## config.mk

```make
export PLATFORM = sky130hd
export DESIGN_NAME = ecg_buf_writer
export DESIGN_NICKNAME = d
export VERILOG_FILES = /design/src/rtl/ecg_buf_pkg.sv /design/src/rtl/ecg_edge_toggle.sv /design/src/rtl/ecg_buf_writer.sv
export SDC_FILE = /design/constraint.sdc
export NUM_CORES = 1
export LEC_CHECK = 0
export ABC_AREA = 1
export ABC_CLOCK_PERIOD_IN_PS = 3360
export BUFFER_PORTS_ARGS = -buffer_cell sky130_fd_sc_hd__buf_4
export CAP_MARGIN = 20
export CORE_MARGIN = 5
export CORE_UTILIZATION = 44
export CTS_BUF_LIST = sky130_fd_sc_hd__clkbuf_4 sky130_fd_sc_hd__clkbuf_8
export DETAILED_ROUTE_END_ITERATION = 8
export PLACE_DENSITY = 0.71
export SLEW_MARGIN = 20
export SYNTH_ARGS = -nofsm -noshare
export SYNTH_HDL_FRONTEND = slang
export SYNTH_SLANG_ARGS = --single-unit
```

## constraint.sdc

```tcl
create_clock -name clk -period 3.36 [get_ports clk]
set_input_delay 0.336 -clock clk [delete_from_list [all_inputs] [get_ports clk]]
set_output_delay 0.336 -clock clk [all_outputs]
set_load 0.03 [all_outputs]
```

## src/rtl/ecg_buf_pkg.sv

```systemverilog
// Shared types and constants for the ECG sample buffer writer.
package ecg_buf_pkg;

    typedef enum logic [1:0] {
        IDLE    = 2'd0,
        FILL    = 2'd1,
        HANDOFF = 2'd2,
        WAIT    = 2'd3
    } state_t;

    localparam int DEF_ADDR_W = 12;
    localparam int DEF_DATA_W = 12;

    localparam int unsigned MIN_FRAME_LEN = 2;

endpackage

```

## src/rtl/ecg_edge_toggle.sv

```systemverilog
// Reader release tracking: detects rd_switch level changes and keeps a one-bank credit flag.
module ecg_edge_toggle (
    input  logic clk,
    input  logic rst,
    input  logic rd_switch,
    input  logic consume,
    output logic credit_avail,
    output logic over_release
);

    logic rd_q;
    logic credit;
    logic toggled;

    always_comb begin
        toggled      = rd_switch ^ rd_q;
        // A release seen this cycle can be spent in the same cycle
        credit_avail = credit | toggled;
        over_release = credit & toggled;
    end

    always_ff @(posedge clk) begin
        if (rst) begin
            rd_q   <= rd_switch;
            credit <= 1'b1;
        end else begin
            rd_q   <= rd_switch;
            credit <= credit_avail & ~consume;
        end
    end

endmodule

```

## src/rtl/ecg_buf_writer.sv

```systemverilog
// Double-buffered ECG frame writer into a banked BRAM with reader handoff.
// Optional ECG_BUF_OVF_CNT_EN adds a saturating dropped-sample counter output.
module ecg_buf_writer
    import ecg_buf_pkg::*;
#(
    parameter int ADDR_W = DEF_ADDR_W,
    parameter int DATA_W = DEF_DATA_W
) (
    input  logic              clk,
    input  logic              rst,
    input  logic [ADDR_W-1:0] load,
    input  logic              s_valid,
    input  logic [DATA_W-1:0] s_data,
    output logic              s_ready,
    input  logic              rd_switch,
    output logic              wea,
    output logic [ADDR_W:0]   addr,
    output logic [DATA_W-1:0] dina,
    output logic              frame_rdy,
    output logic              bank,
    output logic              ovf
`ifdef ECG_BUF_OVF_CNT_EN
    ,
    output logic [15:0]       ovf_cnt
`endif
);

    state_t            state, state_nxt;
    logic [ADDR_W-1:0] len;
    logic [ADDR_W-1:0] offset;
    logic              credit_avail;
    logic              over_release;
    logic              accept;
    logic              last;
    logic              go;
    logic              drop;

    ecg_edge_toggle u_edge (
        .clk          (clk),
        .rst          (rst),
        .rd_switch    (rd_switch),
        .consume      (go),
        .credit_avail (credit_avail),
        .over_release (over_release)
    );

    always_ff @(posedge clk) begin
        if (rst) state <= IDLE;
        else     state <= state_nxt;
    end

    always_comb begin
        state_nxt = state;
        case (state)
            IDLE:    state_nxt = FILL;
            FILL:    if (last) state_nxt = HANDOFF;
            HANDOFF: state_nxt = go ? IDLE : WAIT;
            WAIT:    if (go) state_nxt = IDLE;
            default: state_nxt = IDLE;
        endcase
    end

    always_comb begin
        s_ready = (state == FILL);
        accept  = s_ready & s_valid;
        last    = accept & (offset == len - ADDR_W'(1));
        go      = ((state == HANDOFF) || (state == WAIT)) & credit_avail;
        drop    = (state == WAIT) & s_valid;
    end

    always_ff @(posedge clk) begin
        if (rst) begin
            len       <= ADDR_W'(MIN_FRAME_LEN);
            offset    <= '0;
            bank      <= 1'b0;
            wea       <= 1'b0;
            addr      <= '0;
            dina      <= '0;
            frame_rdy <= 1'b0;
            ovf       <= 1'b0;
        end else begin
            wea       <= accept;
            frame_rdy <= go;
            if (state == IDLE) begin
                len    <= (load < ADDR_W'(MIN_FRAME_LEN)) ? ADDR_W'(MIN_FRAME_LEN) : load;
                offset <= '0;
            end
            if (accept) begin
                addr <= {bank, offset};
                dina <= s_data;
                if (!last) offset <= offset + ADDR_W'(1);
            end
            if (go) bank <= ~bank;
            if (drop || over_release) ovf <= 1'b1;
        end
    end

`ifdef ECG_BUF_OVF_CNT_EN
    always_ff @(posedge clk) begin
        if (rst)                         ovf_cnt <= '0;
        else if (drop && ovf_cnt != '1)  ovf_cnt <= ovf_cnt + 16'd1;
    end
`endif

endmodule

```

==> results.txt <==
----------------------------------------------------
[Worst hold path]
  Hold/Removal Path Class ... primary input to flop

[Drt]
  Drt wl/cell ... approximately 12 um
  Total wire length after detailed routing ... 6.44 mm
  DR vias ... 2622
  First drt pass iteration count ... 4
  Final antenna-violating net count ... 0
  Total DRC errors in the routed layout ... 0
  Violation count after the first detailed-route iteration ... around 160
  Via density per instance ... between 4 and 5

[Setup path]
  Worst reg2reg startpoint ... state[1]
  Slowest library cell on the worst path ... sky130_fd_sc_hd__dfxtp_1
  Crit path DAT ... 2.29 ns
  Data required, critical path ... 3.57 ns
  Critical Path Source ... state[1]
  R2R cell count ... 7
  End point of the critical path ... state[1]
  Cell breakdown of the critical path ... nor2_1, nand2_1, buf_4, clkinv_1, buf_12, nand4_1, a21oi_1
  Category of the most critical setup path ... flop to flop
  Crit-path max FO ... 48
  RR Endpoint ... state[1]
  Crit. End Element ... flop
  Sort of element at the start of the critical path ... flop
  Register-to-Register Setup Slack ... around 1.3 ns
  Peak per-stage delay on the critical path ... around 0.54 ns

[Pwr]
  Leakage ... 1.54 nW
  Ratio of total power to cell area ... 474 mW/mm^2
  Total Power ... ~1.7 mW
  Worst vdd ir ... 0.000326 V

[Synth]
  Proportion of synthesized flip-flops having asynchronous set or reset ... 0
  Top flip-flop cell by instance count after synthesis ... sky130_fd_sc_hd__dfxtp_1
  Average cell area after synthesis ... 7.10 um^2
  Post-synthesis cell count ... between 400 and 500
  Yosys Warn Count ... 0
  Syn Nets ... 431
  Count of state elements after synthesis ... 57
  Sequential share of the synthesized area ... 0.401
  Count of cell types in the netlist ... 29
  Number of flops mapped to enable cells by yosys ... 0
  Area of the mapped netlist ... between 0.002 and 0.003 mm^2

[Die]
  Starting utilization of the core area ... 0.451
  # IOs ... a little under 60
  Area of the core ... 0.00631 mm^2
  Chip width ... 90.4 um
  Row cnt ... 29
  Die Span Y ... between 90 and 100 um
  Die Outline Area ... 0.00817 mm^2

[Timing]
  Tmin final ... approximately 2.1 ns
  Relative slew slack ... 0.413
  Count of pins over their slew limit ... 0
  Fin Setup TNS ... 0 ns
  Worst-case setup margin in the final layout ... 1.28 ns
  Fin Clk Skew ... 0.00612 ns
  Setup repair after global routing missed its margin ... no
  Fin crit share ... 0.620
  Final-report setup violation count ... 0
  Fin Hold WS ... 0.124 ns
  Final Hold Fails ... 0
  Actual slew at the worst max-slew pin ... 0.879 ns
  Achievable clock frequency ... 480 MHz

[CTS]
  Root cell of the clock tree ... sky130_fd_sc_hd__clkbuf_8
  Post-CTS repair timing setup buffer count ... 0
  Total clock buffers created by CTS ... 9
  Reg clk slew, reported paths ... approximately 0.060 ns
  Hold Buf Count CTS ... 0
  Sink Count ... 57
  Clock insertion delay at the later pin of the skew report ... 0.33 ns
  Clk buf depth ... 2
  TritonCTS clock tree ... done
  Post-cts resize count ... 0
  CTS H-tree depth ... 3

[GRT]
  Via count of the first global-routing pass ... 2556
  Initial antenna violation count ... 0
  Overflow after GRT ... 0
  Tot GR Track Use ... 0.161
  First-pass GRT wire length ... 11.1 mm
  Maximum number of pins on one net before global-route repair ... about 50

[Layout]
  Area added between synthesis and finish ... 23.4%
  Post-route design area ... 0.00351 mm^2
  Fraction of layout cells with a size suffix above 1 ... 0.232
  Diode insertion count for antenna repair ... 0
  Total Nets Final ... between 400 and 500

[Place]
  Detailed placer's ending HPWL ... 4.65 mm
  Port Buf Inserts ... 57
  Placed Instance Area ... 0.00331 mm^2
  Worst-case setup slack after placement ... 1.28 ns
  Global placement routability congestion ... 0.774

[Status]
  Outcome ... finished clean

[Run]
  Max Cap Viol ... 0

----------------------------------------------------
==> report_power, final <==
group / switching (mW) / internal (mW) / total, mW / leakage (nW)
clock: 0.254 / 0.384 / 0.638 / 0.106
sequential: 0.0310 / 0.712 / 0.743 / 0.468
combinational: 0.170 / 0.113 / 0.284 / 0.969
==> worst min path at each step <==
stage	start	endpoint	cells past startpoint
global route	rd_switch	u_edge.rd_q	1
finish	rd_switch	u_edge.rd_q	1
floorplan	rd_switch	u_edge.rd_q	0
CTS	rd_switch	u_edge.rd_q	1
detailed placement	dina[0]	dina[0]	2
global placement	dina[2]	dina[2]	2
==> registers in the layout, summed over array words and instances (netlist names) <==
register	count
addr	13
bank	1
dina	12
frame_rdy	1
len	12
offset	12
ovf	1
state	2
u_edge.credit	1
u_edge.rd_q	1
wea	1
==> synth_stat cells, drive strengths merged, types with 3 or more instances <==
master | count | area [um^2]
nand2 | 90 | 348
nor2 | 66 | 288
dfxtp | 57 | 1140
a21oi | 47 | 235
inv | 33 | 124
nand3 | 27 | 193
o21ai | 19 | 98.9
xor2 | 13 | 114
clkbuf | 12 | 45.0
buf | 7 | 47.5
nor3 | 7 | 40.0
nand4 | 5 | 31.3
xnor2 | 5 | 43.8
clkinv | 3 | 11.3
==> placed cells by master (no fill, tap or decap) <==
master	instances
sky130_fd_sc_hd__buf_4	59
sky130_fd_sc_hd__nor2_4	4
sky130_fd_sc_hd__nand4_1	5
sky130_fd_sc_hd__mux2_2	1
sky130_fd_sc_hd__inv_2	5
sky130_fd_sc_hd__nand3_1	17
sky130_fd_sc_hd__clkinv_2	2
sky130_fd_sc_hd__or2_1	2
sky130_fd_sc_hd__clkbuf_4	1
sky130_fd_sc_hd__dfxtp_1	57
sky130_fd_sc_hd__nor2_1	58
sky130_fd_sc_hd__a31o_2	1
sky130_fd_sc_hd__xor2_1	13
sky130_fd_sc_hd__nand2_1	86
sky130_fd_sc_hd__o21ai_2	1
sky130_fd_sc_hd__nor3_1	6
sky130_fd_sc_hd__nand3_4	1
sky130_fd_sc_hd__buf_12	1
sky130_fd_sc_hd__a21oi_1	47
sky130_fd_sc_hd__clkinv_1	3
sky130_fd_sc_hd__nand3b_1	2
sky130_fd_sc_hd__nand2_2	4
sky130_fd_sc_hd__xnor2_1	5
sky130_fd_sc_hd__o21ai_0	18
sky130_fd_sc_hd__ha_1	2
sky130_fd_sc_hd__nor3_2	1
sky130_fd_sc_hd__inv_1	28
sky130_fd_sc_hd__nand3_2	9
sky130_fd_sc_hd__nor4_1	2
sky130_fd_sc_hd__clkbuf_8	11
sky130_fd_sc_hd__nor2_2	4
sky130_fd_sc_hd__bufinv_16	1
==> cell type report <==
| class | instances | area [um^2] |
|---|---|---|
| fill | 617 | 2800 |
| multi-input combinational | 289 | 1480 |
| sequential | 57 | 1140 |
| timing repair buffer | 60 | 463 |
| clock buffer | 12 | 159 |
| inverter | 36 | 135 |
| tap | 77 | 96.3 |
| clock inverter | 3 | 40.0 |
==> per-layer routing <==
metal	share of wire	global-route usage	vias up
li1	-	-	1388
met3	0.063	0.0508	12
met5	0	0	-
met2	0.48	0.271	59
met4	0.014	0.0744	0
met1	0.44	0.186	1163
==> critical path: cells and delay by family, from the launching register on <==
kind / cells / cell delay [ns]
buffers and inverters: 3 / 0.91
flip-flops: 1 / 0.54
AND/OR/NAND/NOR: 3 / 0.41
AO/OA/AOI/OAI: 1 / 0.09
==> stage by stage <==
stage           util  cells
2_1_floorplan      -    401
3_3_place_gp   0.525    519
3_5_place_dp   0.525    519
4_1_cts        0.556    534
5_1_grt        0.556    534
6_report       0.556    534
==> kinds of logic (layout without fill, tap and decap cells) <==
logic type                 after synthesis  in the layout  share of synthesized area
and+or+nand+nor                        201            201                      0.330
AOI/OAI and AO/OA                       67             67                      0.120
DFF                                     57             57                      0.401
buffers and inverters                   55            111                     0.0800
xor gates and xnor gates                18             18                     0.0554
adders and majority gates                2              2                    0.00879
muxes                                    1              1                    0.00396
(Power assumes the default switching activity.)
